<file path="config.mk">
export PLATFORM = sky130hd
export DESIGN_NAME = mod47_unscale_seq
export DESIGN_NICKNAME = d
export VERILOG_FILES = /design/src/rtl/mod47_pkg.sv /design/src/rtl/mod_dbl_add_step.sv /design/src/rtl/mod47_unscale_seq.sv
export SDC_FILE = /design/constraint.sdc
export NUM_CORES = 1
export LEC_CHECK = 0
export CAP_MARGIN = 15
export CORE_UTILIZATION = 26
export DETAILED_ROUTE_END_ITERATION = 8
export SLEW_MARGIN = 40
export SYNTH_ARGS = -nofsm -noshare
export SYNTH_HDL_FRONTEND = slang
export SYNTH_HIERARCHICAL = 1
export SYNTH_SLANG_ARGS = --single-unit
</file>
<file path="constraint.sdc">
create_clock -name clk -period 6.27 [get_ports clk]
set_input_delay 0.9405 -clock clk [delete_from_list [all_inputs] [get_ports clk]]
set_output_delay 0.9405 -clock clk [all_outputs]
set_load 0.1 [all_outputs]
</file>
<file path="src/rtl/mod47_pkg.sv">
// Shared constants and types for the mod-47 residue datapath.
package mod47_pkg;

  localparam int unsigned MOD47    = 47;
  localparam int unsigned SCALE400 = 24;  // 400 mod 47
  localparam int unsigned INV400   = 2;   // 24^-1 mod 47
  localparam int unsigned RW       = 6;

  typedef logic [RW-1:0] residue_t;

  typedef enum logic [1:0] {
    IDLE,
    RUN,
    DONE
  } state_e;

endpackage

</file>
<file path="src/rtl/mod_dbl_add_step.sv">
// One MSB-first double-and-add step: acc_next = (2*acc + (add_bit ? operand : 0)) mod MOD.
// Assumes acc < MOD and operand < MOD, so the sum is below 3*MOD and two
// conditional subtractions are enough.
module mod_dbl_add_step #(
  parameter int unsigned MOD = 47,
  parameter int unsigned RW  = 6
) (
  input  logic [RW-1:0] acc,
  input  logic [RW-1:0] operand,
  input  logic          add_bit,
  output logic [RW-1:0] acc_next
);

  localparam logic [RW+1:0] ModW = (RW+2)'(MOD);

  logic [RW+1:0] t;
  logic [RW+1:0] t1;

  // Double, optionally add, then reduce with two conditional subtractions.
  always_comb begin
    t        = {1'b0, acc, 1'b0} + (add_bit ? {2'b00, operand} : '0);
    t1       = (t >= ModW) ? (t - ModW) : t;
    acc_next = (t1 >= ModW) ? RW'(t1 - ModW) : RW'(t1);
  end

endmodule

</file>
<file path="src/rtl/mod47_unscale_seq.sv">
// Removes the x400 scale from a mod-47 residue by multiplying with the
// constant inverse, one KINV bit per cycle. Fixed KW-iteration latency.
module mod47_unscale_seq #(
  parameter int unsigned MOD  = mod47_pkg::MOD47,
  parameter int unsigned RW   = mod47_pkg::RW,
  parameter int unsigned KINV = mod47_pkg::INV400,
  parameter int unsigned KW   = 6
) (
  input  logic          clk,
  input  logic          rst,
  input  logic          in_valid,
  output logic          in_ready,
  input  logic [RW-1:0] in_res,
  output logic          out_valid,
  input  logic          out_ready,
  output logic [RW-1:0] out_res,
  output logic          out_err
);

  import mod47_pkg::*;

  localparam int unsigned   CW       = (KW > 1) ? $clog2(KW) : 1;
  localparam logic [KW-1:0] KinvBits = KW'(KINV);

  state_e        state_q, state_d;
  logic [CW-1:0] cnt_q, cnt_d;
  logic [RW-1:0] acc_q, acc_d;
  logic [RW-1:0] opnd_q, opnd_d;
  logic          err_q, err_d;
  logic [RW-1:0] res_q, res_d;
  logic          oerr_q, oerr_d;
  logic          ovalid_q, ovalid_d;
  logic [RW-1:0] step_next;
  logic          load;

  mod_dbl_add_step #(
    .MOD(MOD),
    .RW (RW)
  ) u_step (
    .acc     (acc_q),
    .operand (opnd_q),
    .add_bit (KinvBits[cnt_q]),
    .acc_next(step_next)
  );

  // State register and datapath registers; reset discards any in-flight result.
  always_ff @(posedge clk) begin
    if (rst) begin
      state_q  <= IDLE;
      cnt_q    <= '0;
      acc_q    <= '0;
      opnd_q   <= '0;
      err_q    <= 1'b0;
      res_q    <= '0;
      oerr_q   <= 1'b0;
      ovalid_q <= 1'b0;
    end else begin
      state_q  <= state_d;
      cnt_q    <= cnt_d;
      acc_q    <= acc_d;
      opnd_q   <= opnd_d;
      err_q    <= err_d;
      res_q    <= res_d;
      oerr_q   <= oerr_d;
      ovalid_q <= ovalid_d;
    end
  end

  // Next-state: accept in IDLE or when the held result leaves, iterate in RUN.
  always_comb begin
    state_d  = state_q;
    cnt_d    = cnt_q;
    acc_d    = acc_q;
    opnd_d   = opnd_q;
    err_d    = err_q;
    res_d    = res_q;
    oerr_d   = oerr_q;
    ovalid_d = ovalid_q;
    load     = 1'b0;

    unique case (state_q)
      IDLE: begin
        load = in_valid;
      end
      RUN: begin
        // Out-of-range operands never feed the reduction; result stays 0.
        acc_d = err_q ? '0 : step_next;
        if (cnt_q == '0) begin
          res_d    = acc_d;
          oerr_d   = err_q;
          ovalid_d = 1'b1;
          state_d  = DONE;
        end else begin
          cnt_d = cnt_q - CW'(1);
        end
      end
      DONE: begin
        if (out_ready) begin
          ovalid_d = 1'b0;
          state_d  = IDLE;
          load     = in_valid;
        end
      end
      default: begin
        state_d = IDLE;
      end
    endcase

    if (load) begin
      opnd_d  = in_res;
      err_d   = (in_res >= RW'(MOD));
      acc_d   = '0;
      cnt_d   = CW'(KW - 1);
      state_d = RUN;
    end
  end

  // Outputs: in_ready depends only on state and out_ready; the rest are registered.
  always_comb begin
    in_ready  = (state_q == IDLE) || ((state_q == DONE) && out_ready);
    out_valid = ovalid_q;
    out_res   = res_q;
    out_err   = oerr_q;
  end

endmodule

</file>
==> impl_metrics.ini <==
[yosys]
synth_top_family_by_area = compound AO/OA/AOI/OAI gates
synth_top_cell_by_area = dfxtp_1
synth_top_area_share_pct = 27.2
yosys_warnings = 6
synth-simple-area-share_pct = 23.2
ys.flop_type = dfxtp_1
synth_most_common_cell = dfxtp_1
synthTopCellsByCount = dfxtp_1, a21oi_1, mux2i_1
async_flop_share_pct = 0
synth_cells = 220
syn-num-nets = 240
syn_area_um2 = 1920
synth_area_leaders = dfxtp_1, mux2i_1, ha_1
synth_seq_cells = 26
synthAdderAreaFrac_pct = 7.44
avgSynthCellArea_um2 = 8.71
synth-edff-count = 0
ys_seq_area_share_pct = 27.2
muxShareOfSynthArea_pct = 8.42
synth_compound_area_share_pct = 24.4
synth_xor_area_share_pct = 4.90
ys_types = 64

[floorplanning]
die_w_um = 87.9
row_count = 30
dieHeight_um = 87.9
die_area_um2 = 7720
pin_count = 19
initial_utilization_pct = 27.6
core_um2 = 6940

[place]
hpwl_um = 3310
port_buffers = 18
place_inst = 326
place_congestion = 0.831

[power]
p_clk_share_pct = 26.8
switching_share_pct = 29.8
peakVddDrop_uv = 135
power.density_nw_per_um2 = 160
p_int_uw = 242
p_leak_uw = 0.000818
seq_power_share_pct = 51.3
p_switching_uw = 103
pwr-share-comb_pct = 21.8

[cts]
ctsHoldBuffers = 0
clockBufferDepth = 2
root_buffer = clkbuf_8
cts_inserted_buffers = 3
post_cts.repair.setup_buffers = 0
clock-sinks = 26
clk_pin_slew_ns = 0.08
cts_resized = 0
clk_latency_ns = 0.26
cts_tree = built
htree_levels = 1

[route]
wl_um = 4290
viasPerCell = 4.95
wire_per_inst_um = 13.0
vias = 1628
dr.pass1.iters = 4
drc = 0
ant_nets = 0
drtIter0Drc = 98

[global_routing]
grt_pass1_wl_um = 7810
gr-usage-all-layers_pct = 12.3
grt_pass1_vias = 1615
grt_max_degree = 27
antenna_found_initial = 0
gr-total-overflow = 0

[sta]
rsz0062_at_grt = false
setup-violations-final = 0
period_share_pct = 63.0
setup_tns_ns = 0
hold_viol_final = 0
min_period_ns = 3.95
tightest_slew_ns = 0.680
fmax_mhz = 253
fin_skew_ns = 0.00191
slew_violations = 0
slew_headroom_pct = 54.5

[setup_path]
worstSetupStartpoint = cnt_q[1]
reg2reg_from = cnt_q[1]
path_class = reg -> reg
crit_path_end = acc_q[5]
crit_required_ns = 6.47
rr_worst_depth = 17
cp_max_fo = 8
cp.arrival_ns = 4.15
endpoint_kind = flop
r2r_end = acc_q[5]
ff2ff_setup_slack_ns = 2.32
worstSetupStartpointType = flop

[finish]
fillCellCount = 757
fin_util_pct = 31.1
finish.net_count = 255
area_growth_pct = 12.5
fin_cells = 329
drive_above_1_share_pct = 17.6
n_antenna_cell = 0

[outcome]
status = finished clean

[run]
max-cap-violations = 0

[hold_path]
hold_path.class = reg -> reg
==> cells in the final DEF (no fill, tap or decap), types with 9 or more instances in the layout <==
master	netlist	layout
inv_1	9	9
mux2i_1	15	15
ha_1	9	9
dfxtp_1	26	26
a21oi_1	16	16
nor2_1	13	13
buf_2	2	10
o21ai_0	13	13
nand3_1	13	13
==> sequential cells by signal (all words and copies together), names as in the netlist <==
| register | cells |
|---|---|
| out_valid | 1 |
| opnd_q | 6 |
| acc_q | 6 |
| state_q | 2 |
| out_res | 6 |
| out_err | 1 |
| cnt_q | 3 |
| err_q | 1 |
==> worst min path at each step <==
stage	from	to	cells after the start
finish	opnd_q[3]	opnd_q[3]	2
global route	opnd_q[2]	opnd_q[2]	2
CTS	opnd_q[3]	opnd_q[3]	2
detailed placement	opnd_q[3]	opnd_q[3]	2
global placement	opnd_q[5]	opnd_q[5]	2
floorplan	opnd_q[1]	opnd_q[1]	2
==> power by group through the flow <==
stage	clock [uW]	combinational, uW	sequential (uW)
4_1_cts	95.6	75.9	177
2_1_floorplan	0	54.7	186
5_1_grt	99.3	83.3	178
3_5_place_dp	0	75.5	181
6_report	92.6	75.4	177
3_3_place_gp	0	76.9	181
==> metal layers <==
metal	GRT usage [%]	routed length, um	up-vias
met5	0	0	-
li1	-	-	835
met1	17.0	2150	763
met2	20.4	1980	24
met4	2.98	31	0
met3	1.51	122	6
==> area by class of cell <==
cell class / count / area, um2 / area share, %
multi-input combinational: 177 / 1310 / 60.8
sequential: 26 / 520 / 24.1
timing repair buffer: 18 / 130 / 6.03
tap: 96 / 120 / 5.57
clock buffer: 3 / 41.3 / 1.91
inverter: 9 / 33.8 / 1.57
==> cell families (layout without fill, tap and decap cells) <==
| family | count (synthesis) | count (layout) |
|---|---|---|
| buf+inv | 17 | 30 |
| xor+xnor | 9 | 9 |
| compound gates | 63 | 63 |
| fa+ha+maj | 11 | 11 |
| flops | 26 | 26 |
| simple gates | 78 | 78 |
| mux | 16 | 16 |
==> metrics by stage <==
stage               hold WS [ns]  worst slack, ns  area (um2)  power, uW
CTS                        0.482             2.29        2160        349
floorplan                  0.449             2.83        1920        240
detailed placement         0.469             2.34        2120        257
global placement           0.468             2.34        2170        258
finish                     0.479             2.32        2160        345
global route               0.506             1.86        2160        361
==> worst max-delay path: stages, from the launching register on <==
cell and delay (ns):
dfxtp_1 0.33, inv_1 0.08, ha_1 0.18, nor2b_1 0.19, and2_1 0.16, ha_1 0.23
fa_1 0.44, nand3_1 0.14, nand2_1 0.15, xnor2_2 0.41, o32a_1 0.28, o2111ai_2 0.22
o32a_1 0.39, o22a_1 0.19, o21ai_2 0.06, nor2b_1 0.21, mux2i_1 0.10, nor3_1 0.12
Power figures use the tool's default switching activity.
